[config.mk]
export PLATFORM = sky130hd
export DESIGN_NAME = seq_restoring_divider_16bit_flat
export DESIGN_NICKNAME = d
export VERILOG_FILES = /design/src/rtl/seq_restoring_divider_16bit_if.sv /design/src/rtl/seq_restoring_divider_16bit.sv /design/src/flat_wrapper.sv
export SDC_FILE = /design/constraint.sdc
export NUM_CORES = 1
export LEC_CHECK = 0
export ABC_AREA = 1
export CORE_UTILIZATION = 50
export DETAILED_ROUTE_END_ITERATION = 8
export GPL_ROUTABILITY_DRIVEN = 0
export GPL_TIMING_DRIVEN = 0
export PLACE_DENSITY_LB_ADDON = 0.25
export SETUP_SLACK_MARGIN = 0.2
export SLEW_MARGIN = 25
export SYNTH_ARGS = -nofsm -noshare
export SYNTH_HDL_FRONTEND = slang
export SYNTH_SLANG_ARGS = --single-unit
export TNS_END_PERCENT = 10
[constraint.sdc]
create_clock -name clk -period 2.8 [get_ports clk]
set_input_delay 0.56 -clock clk [delete_from_list [all_inputs] [get_ports clk]]
set_output_delay 0.56 -clock clk [all_outputs]
set_load 0.005 [all_outputs]
[src/rtl/seq_restoring_divider_16bit_if.sv]
// Start/done handshake and operand/result bundle for seq_restoring_divider_16bit.
// master: the requester (ALU sequencer or bench). slave: the divider.
interface seq_restoring_divider_16bit_if #(
    parameter int WIDTH = 16
);
    logic             start;
    logic [WIDTH-1:0] dividend;
    logic [WIDTH-1:0] divisor;
    logic             busy;
    logic             done;
    logic [WIDTH-1:0] quotient;
    logic [WIDTH-1:0] remainder;
    logic             div_by_zero;

    modport master (
        output start, dividend, divisor,
        input  busy, done, quotient, remainder, div_by_zero
    );

    modport slave (
        input  start, dividend, divisor,
        output busy, done, quotient, remainder, div_by_zero
    );
endinterface

[src/rtl/seq_restoring_divider_16bit.sv]
// Multi-cycle restoring divider, one quotient bit per clock.
// Trial subtraction is R + ~D + 1; its carry-out (no borrow) picks accept vs. restore.
// Optional feature: define SIGNED_DIV_EN for two's-complement operands
// (magnitudes through the unsigned core, sign fix-up on the way into DONE).
module seq_restoring_divider_16bit #(
    parameter int WIDTH = 16
) (
    input  logic clk,
    input  logic rst,
    seq_restoring_divider_16bit_if.slave bus
);
    localparam int CW = $clog2(WIDTH);

    localparam logic [1:0] S_IDLE = 2'd0;
    localparam logic [1:0] S_RUN  = 2'd1;
    localparam logic [1:0] S_DONE = 2'd2;

    logic [1:0]       state;
    logic [CW-1:0]    cnt;
    logic [WIDTH:0]   r;        // partial remainder, one bit wider than operands
    logic [WIDTH-1:0] q;        // dividend shifts out as quotient shifts in
    logic [WIDTH-1:0] dvs;      // captured divisor (magnitude when signed)
    logic [WIDTH-1:0] quo;
    logic [WIDTH-1:0] rem;
    logic             dbz;

    logic [WIDTH:0]   r_sh;
    logic [WIDTH+1:0] diff;
    logic             no_borrow;
    logic [WIDTH:0]   r_nxt;
    logic [WIDTH-1:0] q_nxt;
    logic [WIDTH-1:0] res_q;
    logic [WIDTH-1:0] res_r;
    logic [WIDTH-1:0] a_mag;
    logic [WIDTH-1:0] b_mag;
    logic             accept;
    logic             unused_r_msb;

`ifdef SIGNED_DIV_EN
    logic neg_q;
    logic neg_r;
`endif

    assign accept       = bus.start && (state != S_RUN);
    // After a restore step R < divisor, so the top bit never feeds the next shift.
    assign unused_r_msb = r[WIDTH];

    // One restoring iteration plus final-result formatting.
    always_comb begin
        r_sh      = {r[WIDTH-1:0], q[WIDTH-1]};
        diff      = {1'b0, r_sh} + {1'b0, ~{1'b0, dvs}} + (WIDTH+2)'(1);
        no_borrow = diff[WIDTH+1];
        r_nxt     = no_borrow ? diff[WIDTH:0] : r_sh;
        q_nxt     = {q[WIDTH-2:0], no_borrow};
`ifdef SIGNED_DIV_EN
        res_q = neg_q ? (WIDTH'(0) - q_nxt) : q_nxt;
        res_r = neg_r ? (WIDTH'(0) - r_nxt[WIDTH-1:0]) : r_nxt[WIDTH-1:0];
        a_mag = bus.dividend[WIDTH-1] ? (WIDTH'(0) - bus.dividend) : bus.dividend;
        b_mag = bus.divisor[WIDTH-1]  ? (WIDTH'(0) - bus.divisor)  : bus.divisor;
`else
        res_q = q_nxt;
        res_r = r_nxt[WIDTH-1:0];
        a_mag = bus.dividend;
        b_mag = bus.divisor;
`endif
    end

    // FSM, datapath and result registers.
    always_ff @(posedge clk or posedge rst) begin
        if (rst) begin
            state <= S_IDLE;
            cnt   <= '0;
            r     <= '0;
            q     <= '0;
            dvs   <= '0;
            quo   <= '0;
            rem   <= '0;
            dbz   <= 1'b0;
`ifdef SIGNED_DIV_EN
            neg_q <= 1'b0;
            neg_r <= 1'b0;
`endif
        end else begin
            case (state)
                S_IDLE, S_DONE: begin
                    if (accept) begin
                        dbz <= 1'b0;
                        if (bus.divisor == '0) begin
                            quo   <= '1;
                            rem   <= bus.dividend;
                            dbz   <= 1'b1;
                            state <= S_DONE;
                        end else begin
                            r     <= '0;
                            q     <= a_mag;
                            dvs   <= b_mag;
                            cnt   <= '0;
                            state <= S_RUN;
`ifdef SIGNED_DIV_EN
                            neg_q <= bus.dividend[WIDTH-1] ^ bus.divisor[WIDTH-1];
                            neg_r <= bus.dividend[WIDTH-1];
`endif
                        end
                    end else begin
                        state <= S_IDLE;
                    end
                end
                S_RUN: begin
                    r   <= r_nxt;
                    q   <= q_nxt;
                    cnt <= cnt + CW'(1);
                    if (cnt == CW'(WIDTH-1)) begin
                        quo   <= res_q;
                        rem   <= res_r;
                        state <= S_DONE;
                    end
                end
                default: state <= S_IDLE;
            endcase
        end
    end

    assign bus.busy        = (state == S_RUN);
    assign bus.done        = (state == S_DONE);
    assign bus.quotient    = quo;
    assign bus.remainder   = rem;
    assign bus.div_by_zero = dbz;
endmodule

[src/flat_wrapper.sv]
// flat-port wrapper written by rule: the top's interface ports become plain ports
module seq_restoring_divider_16bit_flat 
#(
    parameter int WIDTH = 16
)
  (clk, rst, bus_start, bus_dividend, bus_divisor, bus_busy, bus_done, bus_quotient, bus_remainder, bus_div_by_zero);
  seq_restoring_divider_16bit_if #(.WIDTH(WIDTH)) bus_i ();
  input  logic clk;
  input  logic rst;
  input wire logic [$bits(bus_i.start)-1:0] bus_start;
  input wire logic [$bits(bus_i.dividend)-1:0] bus_dividend;
  input wire logic [$bits(bus_i.divisor)-1:0] bus_divisor;
  output wire logic [$bits(bus_i.busy)-1:0] bus_busy;
  output wire logic [$bits(bus_i.done)-1:0] bus_done;
  output wire logic [$bits(bus_i.quotient)-1:0] bus_quotient;
  output wire logic [$bits(bus_i.remainder)-1:0] bus_remainder;
  output wire logic [$bits(bus_i.div_by_zero)-1:0] bus_div_by_zero;
  assign bus_i.start = bus_start;
  assign bus_i.dividend = bus_dividend;
  assign bus_i.divisor = bus_divisor;
  assign bus_busy = bus_i.busy;
  assign bus_done = bus_i.done;
  assign bus_quotient = bus_i.quotient;
  assign bus_remainder = bus_i.remainder;
  assign bus_div_by_zero = bus_i.div_by_zero;
  seq_restoring_divider_16bit #(.WIDTH(WIDTH)) u_core (.clk(clk), .rst(rst), .bus(bus_i));
endmodule
==> metrics.yaml, run 1 <==
detailed_routing:
  met3_length_um: 701
  drt_drc_violations_left: 0
  route.met2.wl_mm: 5.70
  via_per_inst: 5.20
  post_drt_wl_per_cell_um: 13.7
  vias: 4619
  initialDrtViolationCount: 245
  detail_route.wirelength.met1_mm: 5.37
  route.antenna.remaining_nets: 0
  drt_pre_antenna_iters: 7
  top_routing_layer_in_use: "met4"
  route.final.wire_length_mm: 12.2
global_route:
  grt_antenna_before_repair: 0
  grt.total_usage_pct: 25.2
  grt_max_degree: 27
  grt_pass1_wl_mm: 20.3
  grt.overflow.total: 0
  grt_pass1_vias: 4532
die:
  floorplan_die_width_um: 102
  die_h_um: 102
  initial_utilization_pct: 51.4
  std_cell_rows: 36
  pin_count: 70
  die_area_um2: 10400
  core_region_area_um2: 9730
setup_path:
  worst-endpoint-arrival_ps: 2010
  criticalPathCategory: "register to output port"
  worst-path-max-fanout: 10
  startpoint_type: "register"
  critical_path_end_type: "output port"
  crit_required_ps: 2240
logic_synthesis:
  postSynthRegisterBits: 87
  synthCells: 669
  syn_nets: 722
  synthDistinctLibCells: 36
  share_of_the_yosys_chip_area_belonging_to_registers_pct: 43.5
  synth.yosys.warnings: 0
  synth.cell_area_um2: 5000
  syn-mean-instance-area_um2: 7.48
placement:
  post-dp-hpwl_mm: 9.57
  buffer_ports.inserted: 69
  dpl_cell_area_um2: 5940
sta:
  period_minus_slack_ps: 2570
  clock_skew_ps: 8.97
  slew_viol_final: 0
  setup-violations-final: 0
  min_period_over_period_pct: 91.9
  max-slew-margin-rel_pct: 62.3
  hold_viol: 0
  clock.fmax_mhz: 389
  grt_setup_unrepaired: "true"
  tightestPinTransition_ps: 564
power_and_ir_drop:
  netSwitchingPower_mw: 3.82
  cellPowerDensity_nw_per_um2: 1310
  power.combinational.fraction_pct: 61.4
  p_seq_share_pct: 27.3
  clockPowerShare_pct: 11.3
  power_report.internal_total_mw: 4.25
  power.static_leakage_nw: 3.19
  vdd.ir_drop.worst_mv: 0.547
  pwr_total_mw: 8.07
  switching_share_pct: 47.3
layout:
  syn_to_final_growth_pct: 22.8
  layout-drive-gt1-share_pct: 9.92
  post-route-cell-area_um2: 6140
  num_antenna_cells: 0
  final_net_count: 805
clocking:
  clock_path_buffers: 2
  clk_pin_slew_worst_paths_ps: 90
  cts.sink_count: 87
  clock_network_latency_to_the_later_pin_of_the_worst_skew_pair_ps: 360
  cts-buffers-inserted: 9
  cts_tree: "done"
  cts_max_level: 3
  cts-root-buf: "clkbuf_8"
outcome:
  outcome: "finished, final reports clean"
hold_path:
  class_of_the_most_critical_hold_timing_path: "register to register"
run:
  drv_cap: 0
==> power by group through the flow <==
stage          clock network (mW)  logic, mW  registers [mW]
2_1_floorplan                   0       3.47            2.15
3_3_place_gp                    0       4.74            2.19
3_5_place_dp                    0       4.90            2.22
4_1_cts                     0.911       4.94            2.20
5_1_grt                     0.962       5.62            2.26
6_report                    0.910       4.96            2.20
==> per-layer routing <==
layer / GRT usage (%) / vias up
li1: - / 2260
met1: 32.2 / 2165
met2: 42.4 / 164
met3: 3.21 / 30
met4: 12.3 / 0
met5: 0 / -
==> synth_stat cells (all sizes together) <==
master / number / area, um^2
and2: 3 / 20.0
nor2: 53 / 206
or2: 17 / 106
nand2: 180 / 716
o21ai: 51 / 255
buf: 9 / 50.1
clkinv: 1 / 3.75
clkbuf: 14 / 52.6
inv: 120 / 450
a31oi: 15 / 93.8
ha: 17 / 213
dfrtp: 87 / 2180
fa: 1 / 20.0
nand3: 52 / 305
xor2: 8 / 70.1
a22o: 1 / 8.76
o21a: 1 / 7.51
nor3: 2 / 15.0
o22ai: 1 / 6.26
xnor2: 1 / 8.76
nand4: 21 / 131
a21oi: 14 / 85.1
==> path summary, 6_finish.rpt <==
| check | startpoint | cells after the start | endpoint | slack (ps) |
|---|---|---|---|---|
| worst max register to register | u_core.r[6]$_DFFE_PP0P_ | 13 | u_core.bus.remainder[6]$_DFFE_PP0P_ | 480 |
| min in group asynchronous | rst | 2 | u_core.bus.remainder[1]$_DFFE_PP0P_ | 590 |
| worst min-delay path | u_core.dvs[4]$_DFFE_PP0P_ | 2 | u_core.dvs[4]$_DFFE_PP0P_ | 490 |
| worst max-delay path | u_core.state[0]$_DFFE_PP0P_ | 5 | bus_busy | 230 |
| max in group asynchronous | rst | 5 | u_core.q[9]$_DFFE_PP0P_ | 1340 |
| worst min register to register | u_core.dvs[4]$_DFFE_PP0P_ | 2 | u_core.dvs[4]$_DFFE_PP0P_ | 490 |
==> placed cells by master, fill, tap and decap left out, types with 2 or more instances in the layout <==
master           instances
a21oi_1                 12
a31oi_1                 15
and2_1                   2
buf_1                    2
buf_16                   2
buf_2                    4
buf_4                    2
clkbuf_1                14
clkbuf_8                10
clkdlybuf4s50_1         69
clkinvlp_4               2
dfrtp_1                 87
ha_1                    17
inv_1                  117
inv_2                    2
nand2_1                165
nand2_2                 14
nand3_1                 43
nand3_2                  9
nand4_1                 21
nor2_1                  50
nor2_2                   3
o21ai_0                 47
o21ai_1                  4
or2_2                   16
xor2_1                   8
==> cells by family (layout without fill, tap and decap cells) <==
kind of cell             after synthesis  in the layout  synth area share, %
AND/OR/NAND/NOR                      328            328                 30.0
buffers and inverters                144            231                 11.1
flip-flops                            87             87                 43.5
AO/OA/AOI/OAI                         83             83                 9.13
adder cells (fa/ha/maj)               18             18                 4.65
XOR/XNOR                               9              9                 1.58
==> repair_timing <==
item / 4_1_cts / 5_1_grt
endpoints found under the setup margin: 1 / 11
buffers inserted: 0 / 0
hold buffers: 0 / 0
gates resized for setup: 3 / 1
==> per-stage QoR <==
stage / TNS, ps / util [%] / setup slack (ps) / cells / hold slack, ps
2_1_floorplan: 0 / - / 890 / 669 / 453
3_3_place_gp: 0 / 60.3 / 17.1 / 871 / 468
3_5_place_dp: -357 / 61.0 / -62.5 / 874 / 474
4_1_cts: 0 / 63.1 / 234 / 889 / 495
5_1_grt: 0 / 63.1 / 150 / 889 / 512
6_report: 0 / 63.1 / 227 / 889 / 490
==> sequential cells by signal (all words and copies together) (netlist names) <==
| signal | count |
|---|---|
| u_core.cnt | 4 |
| u_core.q | 16 |
| u_core.state | 2 |
| u_core.bus.div_by_zero | 1 |
| u_core.dvs | 16 |
| u_core.bus.quotient | 16 |
| u_core.bus.remainder | 16 |
| u_core.r | 16 |
==> worst max-delay path, cell delays in order, from the launching register on <==
cell	delay (ps)
dfrtp_1	400
inv_1	110
nor2_2	140
clkbuf_2	260
buf_4	230
clkdlybuf4s50_1	530
==> cell type report <==
class	instances	area, um^2
Fill cell	886	3590
Multi-Input combinational cell	438	2270
Sequential cell	87	2180
Timing Repair Buffer	72	766
Inverter	121	458
Tap cell	133	166
Clock buffer	11	141
Buffer	23	108
Clock inverter	4	55.1
Power figures use the tool's default switching activity.
==> run 2, diff against run 1 <==
- CORE_UTILIZATION: 50 -> 60
- clock period: 2.8 -> 3.1 ns (I/O delays scaled with it)
==> metrics.yaml, run 2 (same netlist as run 1, synthesis figures left out) <==
setup_path:
  critical_path_end_type: "output port"
  crit_slowest_cell: "clkdlybuf4s50_1"
  setup.reg_to_reg.worst_slack_ps: 720
  criticalPathCategory: "register to output port"
  worst-endpoint-arrival_ps: 2090
  startpoint_type: "register"
  timing.critical_path.slowest_cell_delay_ps: 530
  path_cells: "inv_1 -> nor2_2 -> clkbuf_2 -> buf_2 -> clkdlybuf4s50_1"
  worst-path-max-fanout: 10
  crit_required_ps: 2480
detailed_routing:
  initialDrtViolationCount: 290
  post_drt_wl_per_cell_um: 14.3
  route.antenna.remaining_nets: 0
  via_per_inst: 5.45
  route.final.wire_length_mm: 12.3
  drt_drc_violations_left: 0
  drt_pre_antenna_iters: 5
  vias: 4667
global_route:
  grt.total_usage_pct: 30.8
  grt_antenna_before_repair: 0
  grt_max_degree: 56
  grt_pass1_wl_mm: 20.8
  grt.met1_usage_pct: 39.5
  busiest_layer_in_global_routing: "met2"
  grt_pass1_vias: 4653
  grt.overflow.total: 0
  grt_use_met3_pct: 6.02
  use_met2_pct: 51.2
die:
  initial_utilization_pct: 63.4
  core_region_area_um2: 7890
  die_area_um2: 8710
  pin_count: 70
  die_h_um: 93.3
  std_cell_rows: 32
  floorplan_die_width_um: 93.3
layout:
  final_net_count: 803
  layout.cells.most_common: "nand2_1"
  final_cell_mix: "nand2_1 (166), inv_1 (117), dfrtp_1 (87)"
  layout-drive-gt1-share_pct: 9.80
  syn_to_final_growth_pct: 21.3
  num_antenna_cells: 0
clocking:
  cts.sink_count: 87
  clk_pin_slew_worst_paths_ps: 90
  clock_network_latency_to_the_later_pin_of_the_worst_skew_pair_ps: 370
  cts_max_level: 3
  cts-root-buf: "clkbuf_8"
  clock_path_buffers: 2
  cts_tree: "done"
  cts_setup_buffers: 0
  hold_buffers: 0
  cts-buffers-inserted: 9
sta:
  whs_ps: 493
  setup-violations-final: 0
  max-slew-margin-rel_pct: 63.1
  tightestPinTransition_ps: 554
  hold_viol: 0
  grt_setup_unrepaired: "false"
  period_minus_slack_ps: 2710
  fin_ws_ps: 386
  slew_viol_final: 0
  clock.fmax_mhz: 368
  total_neg_setup_slack_ps: 0
  min_period_over_period_pct: 87.6
  clock_skew_ps: 13.7
power_and_ir_drop:
  power.static_leakage_nw: 3.18
  vdd.ir_drop.worst_mv: 0.597
  pwr_total_mw: 7.38
  cellPowerDensity_nw_per_um2: 1220
placement:
  buffer_ports.inserted: 69
  place_worst_setup_slack_ps: 346
  post-dp-hpwl_mm: 9.31
outcome:
  outcome: "finished, final reports clean"
hold_path:
  class_of_the_most_critical_hold_timing_path: "register to register"
run:
  drv_cap: 0
run 2: changes by cell type in the layout (fill, tap and decap cells not counted), sizes merged:
| cell | previous run | this run |
|---|---|---|
| buf | 12 | 10 |
| clkbuf | 25 | 24 |
| clkinvlp | 2 | 1 |
| inv | 120 | 123 |
run 2: metal layers:
layer	routed length [um]	share of wire, %
met5	0	0
met4	286	2.3
met3	781	6.4
met2	5960	49
met1	5230	43
run 2: worst paths after layout:
kind                                              from                                  end  cells after the start
hold reg to reg             u_core.dvs[11]$_DFFE_PP0P_           u_core.dvs[11]$_DFFE_PP0P_                      2
max in group asynchronous                          rst             u_core.r[15]$_DFFE_PP0P_                      3
setup / recovery           u_core.state[0]$_DFFE_PP0P_                             bus_busy                      5
setup reg to reg              u_core.r[11]$_DFFE_PP0P_  u_core.bus.remainder[8]$_DFFE_PP0P_                     12
min in group asynchronous                          rst  u_core.bus.remainder[3]$_DFFE_PP0P_                      2
hold / removal              u_core.dvs[11]$_DFFE_PP0P_           u_core.dvs[11]$_DFFE_PP0P_                      2
run 2: where the power goes:
group	leakage [nW]	switching, mW	internal, mW
Sequential	1.04	0.307	1.68
Clock	0.105	0.456	0.408
Combinational	2.04	2.78	1.75
Total	3.18	3.54	3.84
run 2: critical path: cells and delay by family, from the launching register on:
family | cells | cell delay, ps
and+or+nand+nor | 1 | 140
buffers and inverters | 4 | 1160
DFF | 1 | 440
run 2: final cells by class:
| cell class | instances | area, um^2 |
|---|---|---|
| Buffer | 23 | 105 |
| Clock buffer | 10 | 138 |
| Clock inverter | 6 | 75.1 |
| Fill cell | 569 | 1820 |
| Inverter | 121 | 457 |
| Multi-Input combinational cell | 438 | 2270 |
| Sequential cell | 87 | 2180 |
| Tap cell | 102 | 128 |
| Timing Repair Buffer | 70 | 718 |
run 2: what timing repair did:
| item | CTS | global route |
|---|---|---|
| pin swaps | 0 | 0 |
| setup endpoints to repair | 1 | 1 |
| gates resized for setup | 1 | 2 |
| endpoints found under the hold margin | 0 | 0 |
run 2: metrics by stage:
stage | instances | area (um^2) | utilization (%)
after floorplan | 669 | 5000 | -
after detailed placement | 841 | 5850 | 74.2
final | 857 | 6070 | 76.9
after CTS | 857 | 6060 | 76.9
after global routing | 857 | 6070 | 76.9
after global placement | 840 | 5820 | 73.8
==> run 3, diff against run 2 <==
- CTS_CLUSTER_DIAMETER: default -> 60
==> results of run 3 <==
Final layout, timing and power as in run 2 (identical DEF).
